**src/rtl/xor_cipher_tx_serializer.sv**
```systemverilog
// xor_cipher_tx_serializer
//    Byte-to-bit serializer feeding the plaintext side of dual_xor_stream_cipher.
//    Words arrive over a valid/ready handshake into a one-word holding register.
//    From there they move into a shift register and go out one bit per
//    programmable bit period.
//
// Ports
//    clk, rst     : system clock, synchronous active-high reset
//    div          : bit period minus 1 in clk cycles, latched when a word loads
//    msb_first    : 1 = MSB first, 0 = LSB first, latched when a word loads
//    s_valid      : upstream word valid
//    s_data       : upstream plaintext word
//    s_ready      : holding register empty (registered)
//    tx_p         : plaintext bit to the cipher
//    tx_en        : one-cycle strobe at the start of each bit period
//    bit_last     : high with tx_en on the final bit of a word
//    busy         : shifting or a word is held
//    word_cnt     : count of fully issued words (wraps)
module xor_cipher_tx_serializer #(
   parameter int unsigned DATA_W = 8,
   parameter int unsigned DIV_W  = 8,
   parameter int unsigned CNT_W  = 16
) (
   input  logic              clk,
   input  logic              rst,
   input  logic [DIV_W-1:0]  div,
   input  logic              msb_first,
   input  logic              s_valid,
   input  logic [DATA_W-1:0] s_data,
   output logic              s_ready,
   output logic              tx_p,
   output logic              tx_en,
   output logic              bit_last,
   output logic              busy,
   output logic [CNT_W-1:0]  word_cnt
);

   localparam int unsigned      IDX_W    = (DATA_W > 1) ? $clog2(DATA_W) : 1;
   localparam logic [IDX_W-1:0] LAST_IDX = IDX_W'(DATA_W - 1);

   typedef enum logic {S_IDLE, S_SHIFT} state_e;

   state_e              state_q;
   logic                hold_valid_q;
   logic [DATA_W-1:0]   hold_q;
   logic [DATA_W-1:0]   shreg_q;
   logic [IDX_W-1:0]    bit_idx_q;
   logic [DIV_W-1:0]    div_lat_q;
   logic [DIV_W-1:0]    div_cnt_q;
   logic                msb_q;
   logic                s_ready_q;
   logic                tx_p_q;
   logic                tx_en_q;
   logic                bit_last_q;
   logic                busy_q;
   logic [CNT_W-1:0]    word_cnt_q;

   logic                accept;
   logic                period_end;
   logic                word_end;
   logic                load;
   logic                hold_valid_d;
   logic                shifting_d;
   logic [IDX_W-1:0]    bit_idx_d;

   // Next-cycle view of hold/state, so that s_ready and busy can be registered
   // and still be exact in the cycle they describe.
   always_comb begin
      accept       = s_valid && s_ready_q;
      period_end   = (state_q == S_SHIFT) && (div_cnt_q == '0);
      word_end     = period_end && (bit_idx_q == LAST_IDX);
      load         = hold_valid_q && ((state_q == S_IDLE) || word_end);
      hold_valid_d = accept || (hold_valid_q && !load);
      shifting_d   = load || ((state_q == S_SHIFT) && !word_end);
      bit_idx_d    = bit_idx_q + 1'b1;
   end

   always_ff @(posedge clk) begin
      if (rst) begin
         state_q      <= S_IDLE;
         hold_valid_q <= 1'b0;
         hold_q       <= '0;
         shreg_q      <= '0;
         bit_idx_q    <= '0;
         div_lat_q    <= '0;
         div_cnt_q    <= '0;
         msb_q        <= 1'b0;
         s_ready_q    <= 1'b1;
         tx_p_q       <= 1'b0;
         tx_en_q      <= 1'b0;
         bit_last_q   <= 1'b0;
         busy_q       <= 1'b0;
         word_cnt_q   <= '0;
      end else begin
         hold_valid_q <= hold_valid_d;
         s_ready_q    <= !hold_valid_d;
         busy_q       <= shifting_d || hold_valid_d;
         tx_en_q      <= 1'b0;
         bit_last_q   <= 1'b0;

         if (accept) begin
            hold_q <= s_data;
         end

         if (tx_en_q && bit_last_q) begin
            word_cnt_q <= word_cnt_q + 1'b1;
         end

         if (load) begin
            // Load from IDLE or straight at the end of the previous word, so
            // back-to-back words have no idle cycle between them.
            state_q    <= S_SHIFT;
            div_lat_q  <= div;
            div_cnt_q  <= div;
            msb_q      <= msb_first;
            bit_idx_q  <= '0;
            tx_p_q     <= msb_first ? hold_q[DATA_W-1] : hold_q[0];
            shreg_q    <= msb_first ? (hold_q << 1) : (hold_q >> 1);
            tx_en_q    <= 1'b1;
            bit_last_q <= (LAST_IDX == '0);
         end else begin
            case (state_q)
               S_IDLE: begin
                  tx_p_q <= 1'b0;
               end
               S_SHIFT: begin
                  if (!period_end) begin
                     div_cnt_q <= div_cnt_q - 1'b1;
                  end else if (word_end) begin
                     state_q <= S_IDLE;
                     tx_p_q  <= 1'b0;
                  end else begin
                     bit_idx_q  <= bit_idx_d;
                     div_cnt_q  <= div_lat_q;
                     tx_p_q     <= msb_q ? shreg_q[DATA_W-1] : shreg_q[0];
                     shreg_q    <= msb_q ? (shreg_q << 1) : (shreg_q >> 1);
                     tx_en_q    <= 1'b1;
                     bit_last_q <= (bit_idx_d == LAST_IDX);
                  end
               end
               default: state_q <= S_IDLE;
            endcase
         end
      end
   end

   assign s_ready  = s_ready_q;
   assign tx_p     = tx_p_q;
   assign tx_en    = tx_en_q;
   assign bit_last = bit_last_q;
   assign busy     = busy_q;
   assign word_cnt = word_cnt_q;

endmodule
```
**config.mk**
```make
export PLATFORM = sky130hd
export DESIGN_NAME = xor_cipher_tx_serializer
export DESIGN_NICKNAME = d
export VERILOG_FILES = /design/src/rtl/xor_cipher_tx_serializer.sv
export SDC_FILE = /design/constraint.sdc
export NUM_CORES = 1
export LEC_CHECK = 0
export BUFFER_PORTS_ARGS = -buffer_cell sky130_fd_sc_hd__buf_2
export CAP_MARGIN = 5
export CORE_ASPECT_RATIO = 0.9
export CORE_MARGIN = 4
export CORE_UTILIZATION = 60
export DETAILED_ROUTE_END_ITERATION = 8
export PLACE_DENSITY_LB_ADDON = 0.1
export SLEW_MARGIN = 20
export SYNTH_ARGS = -nofsm -noshare
export SYNTH_HDL_FRONTEND = slang
export SYNTH_SLANG_ARGS = --single-unit
```
**constraint.sdc**
```tcl
create_clock -name clk -period 6.6 [get_ports clk]
set_input_delay 0.66 -clock clk [delete_from_list [all_inputs] [get_ports clk]]
set_output_delay 0.66 -clock clk [all_outputs]
set_load 0.01 [all_outputs]
```
* Word level (Yosys, flattened, before mapping)
Index checks and enable logic that the tools add are counted.
** Word-level totals
- Input port bits :: 20
- Flip-flop bits (word level) :: 59
- Output and inout bits :: 21
- Word-level logic and storage cells :: 70
** Operators by class
- Multiplexer cells :: 23
- Reduce and logical (&&, ||, !) cells :: 22
- Add/subtract/negate cells :: 3
- Equal/unequal tests :: 5
- Bitwise logic cells :: 3
** Operators with widths (count)
- $mux 8 :: 10
- $add 16x1->16 const B :: 1
- $mux 1 :: 12
- $logic_not 8->1 :: 1
- $sub 8x1->8 const B :: 1
- $logic_and 1x1->1 :: 7
- $eq 3x3->1 const B :: 2
- $reduce_and 3->1 :: 2
- $reduce_or 5->1 :: 1
- $logic_or 1x1->1 :: 4
- $reduce_bool 2->1 :: 2
- $add 3x1->3 const B :: 1
- $logic_not 1->1 :: 3
- $ne 3x1->1 const B :: 1
- $ne 3x2->1 const B :: 1
- $not 1->1 :: 3
- $ne 2x1->1 const B :: 1
- $pmux 1 s2 :: 1
- $reduce_and 2->1 :: 1
- $reduce_or 2->1 :: 1

* Longest topological paths before layout
Gate-level depths: netlist of the first run.
- Depth in word-level cells :: 9
- Depth in mapped cells :: 8
- Depth with buffers taken out :: 6

* Worst setup path before layout of the first run
OpenSTA, ideal clock, no wires.
- Kind :: register -> register
- From :: reg div_cnt_q[4]
- To :: reg div_lat_q[4]
- Required time :: 6468 ps
- Setup time :: 132 ps
- Arrival time :: 1960 ps
- Period minus slack after synthesis :: 2093 ps
- Path slack :: 4507 ps
- Buffers on the path :: 4
- Cell stages (with the launch flop) :: 9
- Path through :: dfxtp_1 -> buf_6 -> or4_4 -> buf_6 -> o41a_1 -> buf_2 -> buf_2 -> o21ai_0 -> a21oi_1
** On the way
- Cells in the longest elaborated chain, start to end :: 5
** RTL lines
- from (decl) :: line 49 : logic [DIV_W-1:0] div_cnt_q;
- from (signal assigned) :: line 114 : div_cnt_q <= div;
- from (signal assigned) :: line 128 : div_cnt_q <= div_cnt_q - 1'b1;
- from (signal assigned) :: line 134 : div_cnt_q <= div_lat_q;
- $logic_not 8->1 :: line 70 : period_end = (state_q == S_SHIFT) && (div_cnt_q == '0);
- $logic_and 1x1->1 :: line 70
- $logic_and 1x1->1 :: line 71 : word_end = period_end && (bit_idx_q == LAST_IDX);
- $logic_or 1x1->1 :: line 72 : load = hold_valid_q && ((state_q == S_IDLE) || word_end);
- $logic_and 1x1->1 :: line 72
- to (signal assigned) :: line 113 : div_lat_q <= div;
- to (decl) :: line 48 : logic [DIV_W-1:0] div_lat_q;
No other way between the ends.
A chain may end at the register's enable or synchronous reset.

* Worst setup path in the final report of the first run
- From :: reg div_cnt_q[4]
- To :: reg div_cnt_q[7]
** On the way
- Cells in the longest elaborated chain, start to end :: 7
- Elaborated cells on any way between the ends :: 12
- Those cells by class :: add/sub: 1; eq/ne: 1; mux: 3; reduce/logical: 7
** RTL lines
- branches (longest 7 deep; another with $sub 8x1->8)
Parallel ways; which one is timed is not known. The select of a mux whose other input is x is not followed.

==> metrics, run 1 <==
critical path arrival=2860 ps; reg2reg start=div_cnt_q[4]; Synth Register Bits=59; final worst-path cycle share=39.5%; Flop pwr share=45.9%; Fillers=375; GRT Util Overall=22.6%; mux contribution to synthesized area=8.20%; combinational group share of total power=13.5%; Max-Cap Viols=0; PwrDens=257 nW/um2; Clock transition at path regs=70 ps; CTS max path bufs=2; die span in x=81.7 um; Yosys cell types=50; Simple-Gate Fraction of Synth Area=21.3%; main combinational cell family by area after synthesis=simple AND/OR/NAND/NOR gates; crit-path leading delay family=compound AO/OA/AOI/OAI gates; WP data required=6860 ps; cts hold-fix bufs=0; critical path capture point type=flip-flop; I/O pins=41; worst-path maximum fanout=18; type of the worst min-delay path=flip-flop to flip-flop; Clock Power Share=40.6%; FF-to-FF End=div_cnt_q[7]; FMAX=0.383 GHz; post-route minimum period=2610 ps; ant diodes=0; register area=1180 um2; Routed WL per cell=14.8 um; IO Port Bufs=40; Post-Synth XOR/XNOR Area=3.89%; Critical Path Max Stage Delay=880 ps; share of the synthesized area in the top cell type=40.3%; post-route ant nets=0; initial core utilization=64.0%; Die Footprint=6070 um2; syn nets=364; H-Tree Level Count=3; CTS Buf Count=9; switching share of power=25.6%; Core ar.=4580 um2; Final TNS setup=0 ps; Avg Vias per Cell=5.89; Worst Hold Path EP=hold_q[2]; Final Hold Fails=0; clock sinks=59; peak supply drop=149 uV; largest net degree at the start of global routing=69; crit path cell chain=or4_4, o41ai_4, buf_4, a31oi_1, a221oi_2; Post-synth top flop=dfxtp_1; Lkg Pwr=1.29 nW; worst rel slew slack=34.6%; compound-cell area share of the yosys netlist=18.8%; CTS tree=done; first-pass GRT wire length=10,600 um; Post-synth EDFFs=0; nets=394; drt first pass iters=5; Post-CTS Resized=0; synth top area cells=dfxtp_1 40%, mux2i_1 5.1%, a21oi_1 4.3%; share of cells above drive strength 1=19.6%; HPWL Detailed=4210 um; RSZ-0062 raised after global routing=no; via count=2,563; switching power=0.218 mW; post-CTS setup buffer count=0; Mean Syn Cell Area=8.64 um2; Hold Slack=473 ps; DR iter-0 viols=181; status=complete, no violations; post-synthesis cell count=339; row cnt=23; Yosys warning total=0; worst hold stages=2; antenna violations before repair=0; R2R Setup Slk=3990 ps; FFs w/ async S/R, synth=0%; GP Congestion=0.826; CP max-delay cell=o41ai_4; final global-route overflow total=0; Clock Tree Root=clkbuf_8; Internal=0.634 mW; area grow syn2layout=13.4%; Multi-input gate area=1590 um2; crit path buf inv count=1; Worst-Margin Slew=977 ps; DRC violations left=0; kind of critical path=flip-flop to flip-flop; Reg2Reg Depth=5; Die Y=74.3 um; hold path start=hold_q[2]; worst skew pair latency=340 ps; vias in the first global route=2,273; setup violators final=0; Startpoint Class=flip-flop; Max Transition Viols Final=0; Seq/Total Area, Yosys=40.3%; synthesized area=2930 um2; clock skew=11.8 ps; Routed WL=6440 um; cell taking the most area after synthesis=dfxtp_1; post-synthesis adder-cell area fraction=2.14%
==> flip-flops by register name, summed over array words and instances, names as in the netlist <==
| signal | count |
|---|---|
| shreg_q | 8 |
| div_lat_q | 8 |
| hold_q | 8 |
| word_cnt | 16 |
| bit_idx_q | 3 |
| hold_valid_q | 1 |
| tx_en | 1 |
| msb_q | 1 |
| div_cnt_q | 8 |
| bit_last | 1 |
| state_q | 1 |
| busy | 1 |
| tx_p | 1 |
| s_ready | 1 |
==> worst max-delay path by stage <==
stage	start	slack (ps)	end	depth (start not counted)
after detailed placement	div_cnt_q[4]	4080	div_cnt_q[7]	5
after floorplan	div_cnt_q[4]	4510	div_lat_q[4]	8
after global routing	div_cnt_q[4]	3840	div_cnt_q[7]	5
after CTS	div_cnt_q[4]	4040	div_cnt_q[7]	5
after global placement	div_cnt_q[4]	4090	div_cnt_q[7]	5
final	div_cnt_q[4]	3990	div_cnt_q[7]	5
==> per-stage QoR <==
step	cells	utilization [%]	instance area, um2	setup slack [ps]	power [mW]
after global routing	435	72.6	3320	3840	0.888
final	435	72.6	3320	3990	0.852
after CTS	435	72.6	3320	4040	0.856
after floorplan	339	-	2930	4510	0.489
after detailed placement	420	68.0	3110	4080	0.510
after global placement	420	68.0	3110	4090	0.508
==> worst register-to-register path: stages (launching register included) <==
cell	delay (ps)
dfxtp_1	390
or4_4	630
o41ai_4	880
buf_4	320
a31oi_1	70
a221oi_2	240
==> synthesized netlist by cell type, drive strengths merged, types with 2 or more instances <==
master	instances
mux2i	15
ha	5
or4	2
nor2	30
a221oi	3
and2	2
o41ai	3
a211oi	9
a31o	2
clkbuf	14
or3	4
nand2b	9
a32oi	6
xor2	6
xnor2	7
a21oi	25
buf	10
mux2	8
nand3	17
nor3	8
o21ai	19
nor2b	3
nand2	30
a311oi	2
dfxtp	59
o211a	2
nor4	6
inv	10
nand4	8
a22oi	2
and4	3
==> power groups by stage <==
stage                     clock network, mW  logic, mW  registers [mW]
after floorplan                           0     0.0974           0.391
after global placement                    0      0.111           0.397
after detailed placement                  0      0.112           0.398
final                                 0.346      0.115           0.391
after global routing                  0.367      0.127           0.393
after CTS                             0.352      0.114           0.391
==> cell usage in the layout (no fill, tap or decap), drive strengths merged, types with 7 or more instances in the layout <==
| cell | count |
|---|---|
| nand2b | 9 |
| a211oi | 9 |
| mux2i | 15 |
| dfxtp | 59 |
| clkbuf | 14 |
| a21oi | 25 |
| nand2 | 30 |
| nor3 | 8 |
| o21ai | 19 |
| xnor2 | 7 |
| inv | 10 |
| nand3 | 17 |
| nor2 | 30 |
| buf | 43 |
| mux2 | 8 |
| nand4 | 8 |
==> layout make-up <==
| cell class | count | share of cell area, % |
|---|---|---|
| multi-input cells | 246 | 47.9 |
| flip-flops and latches | 59 | 35.6 |
| clock inverters | 1 | 0.904 |
| clock buffers | 14 | 5.50 |
| repair buffers | 43 | 6.70 |
| well taps | 62 | 2.34 |
| inverters | 10 | 1.13 |
==> per-layer routing <==
| metal | wire (um) | vias up | part of all wire (%) | track usage, % |
|---|---|---|---|---|
| met4 | 62 | 0 | 0.96 | 7.20 |
| met5 | 0 | - | 0 | 0 |
| met2 | 3160 | 49 | 49 | 37.0 |
| met1 | 2880 | 1222 | 45 | 28.6 |
| met3 | 333 | 7 | 5.2 | 6.90 |
| li1 | - | 1285 | - | - |
==> kinds of logic after synthesis <==
kind of cell | Yosys count
simple gates | 125
compound gates | 80
flops | 59
buf+inv | 34
mux | 23
xor+xnor | 13
fa+ha+maj | 5
No activity file was read; power rests on OpenSTA's default activity.
==> inputs of run 2 (changes only) <==
Settings changed: ABC_AREA from default to 1, CORE_UTILIZATION 60 to 57.
Clock period 6.6 ns to 2.5 ns, I/O delays scaled along.
==> run 2 against run 1 <==
Effect of this change:
- synthesized cell count rose by 25%
- count of clock-buffer cells in the layout fell by 2
- non-clock buffer count did not move
- area after synthesis rose by 1.6%
- sequential power rose to 2.7 times the previous value
- die area rose by 6.2%
- routed wire length rose by 7.8%
==> metrics, run 2 <==
status=complete, no violations; crit path cell chain=ha_1, ha_1, inv_1, nand2_1, nand3_4, clkinv_2, nand3_1, o21ai_0; peak supply drop=477 uV; Routed WL=6930 um; Synth Register Bits=59; final global-route overflow total=0; worst hold stages=3; most frequent cell after synthesis=nand2_1; top cells by count, synth=90 x nand2_1, 59 x dfxtp_1, 53 x o21ai_0, 48 x inv_1, 42 x nor2_1; clock skew=4.11 ps; total power=2.41 mW; GRT Util Overall=22.0%; Startpoint Class=flip-flop; Max-Cap Viols=0; Clock Tree Root=clkbuf_8; register area=1180 um2; Inst Count DP=517; max reg flops=16; setup ws final=471 ps; Reg2Reg Depth=8; vias in the first global route=2,515; crit-path leading delay family=simple AND/OR/NAND/NOR gates; CTS tree=done; initial core utilization=60.1%; commonest non-fill, non-tap cell in the layout=nand2_1; post-route minimum period=2030 ps; Post-CTS Resized=0; Die Footprint=6440 um2; Yosys warning total=0; critical path arrival=2240 ps; GP Congestion=0.880; reg2reg start=bit_idx_q[1]; post-route design area=3410 um2; Post-synth top flop=dfxtp_1; I/O pins=41; Lkg Pwr=1.57 nW; worst rel slew slack=66.1%; Mean Syn Cell Area=7.02 um2; Critical Path Max Stage Delay=340 ps; clock sinks=59; Crit. path cell count=8; worst-path maximum fanout=22; Final Util=68.9%; row cnt=24; DR iter-0 viols=224; cts hold-fix bufs=0; synth top area cells=dfxtp_1 40%, nand2_1 11%, o21ai_0 8.9%; share of cells above drive strength 1=17.1%; Yosys cell types=35; largest net degree at the start of global routing=23; post-synthesis cell count=424; HPWL Detailed=5000 um; CP startpoint=bit_idx_q[1]; Avg Vias per Cell=5.30; Final Hold Fails=0; PwrDens=707 nW/um2; Multi-input gate area=1510 um2; DRC violations left=0; dpl ws=512 ps; critical path capture point type=flip-flop; antenna violations before repair=0; area grow syn2layout=14.7%; Final TNS setup=0 ps; CTS Buf Count=9; FFs w/ async S/R, synth=0%; placed cell areas=3180 um2; Seq/Total Area, Yosys=39.7%; Post-synth EDFFs=0; final std cells w/o fill=533; Worst-Margin Slew=508 ps; CTS max path bufs=2; setup violators final=0; share of the synthesized area in the top cell type=39.7%; post-route ant nets=0; die span in x=84.2 um; Fillers=421; via count=2,824; worst skew pair latency=330 ps; Clock transition at path regs=70 ps; FMAX=0.493 GHz; syn nets=449; cell taking the most area after synthesis=dfxtp_1; kind of critical path=flip-flop to flip-flop; IO Port Bufs=40; synthesized area=2980 um2; post-CTS setup buffer count=0; Core ar.=4950 um2; final worst-path cycle share=81.1%; hold path start=div[3]; drt first pass iters=5; ant diodes=0; Routed WL per cell=13.0 um; Max Transition Viols Final=0; H-Tree Level Count=3; first-pass GRT wire length=11,600 um; nets=488; CP max-delay cell=dfxtp_1; RSZ-0062 raised after global routing=no; Die Y=76.5 um; critical path's most frequent cell=ha_1; most frequent cells in the layout=90 x nand2_1, 59 x dfxtp_1, 53 x o21ai_0, 48 x inv_1, 42 x nor2_1; type of the worst min-delay path=primary input to flip-flop; crit path buf inv count=2; WP data required=2710 ps; Hold Slack=155 ps
[run 2: cells by family (layout without fill, tap and decap cells)]
kind of cell	after synthesis	in the layout	synth area share, %
buffers and inverters	66	110	9.67
flip-flops	59	59	39.7
AND/OR/NAND/NOR	200	200	31.5
adder cells (fa/ha/maj)	5	5	2.10
XOR/XNOR	3	3	0.883
AO/OA/AOI/OAI	91	91	16.1
[run 2: final cells by class]
class | instances | share of cell area, %
repair buffers | 43 | 6.53
clock buffers | 12 | 4.55
clock inverters | 4 | 2.13
well taps | 65 | 2.38
inverters | 51 | 5.65
multi-input cells | 299 | 44.2
flip-flops and latches | 59 | 34.6
[run 2: tightest hold or removal path, cell delays in order]
cell     delay (ps)
buf_2            90
nand3_1          60
o21ai_0          60
[run 2: layer usage]
layer / vias up / part of all wire [%] / track usage (%)
li1: 1450 / - / -
met1: 1267 / 47 / 30.2
met2: 91 / 45 / 34.1
met3: 16 / 6.4 / 5.84
met4: 0 / 1.7 / 6.11
met5: - / 0 / 0
[run 2: worst paths after layout]
path	to	slack [ps]
worst min register to register	div_lat_q[5]	470
worst max-delay path	div_lat_q[4]	470
worst max register to register	div_lat_q[4]	470
worst min-delay path	div_lat_q[3]	160
[run 2: power by group]
group	internal, mW	switching (mW)	leakage [nW]
combinational	0.136	0.251	0.979
clock	0.614	0.372	0.113
sequential	0.995	0.0443	0.482
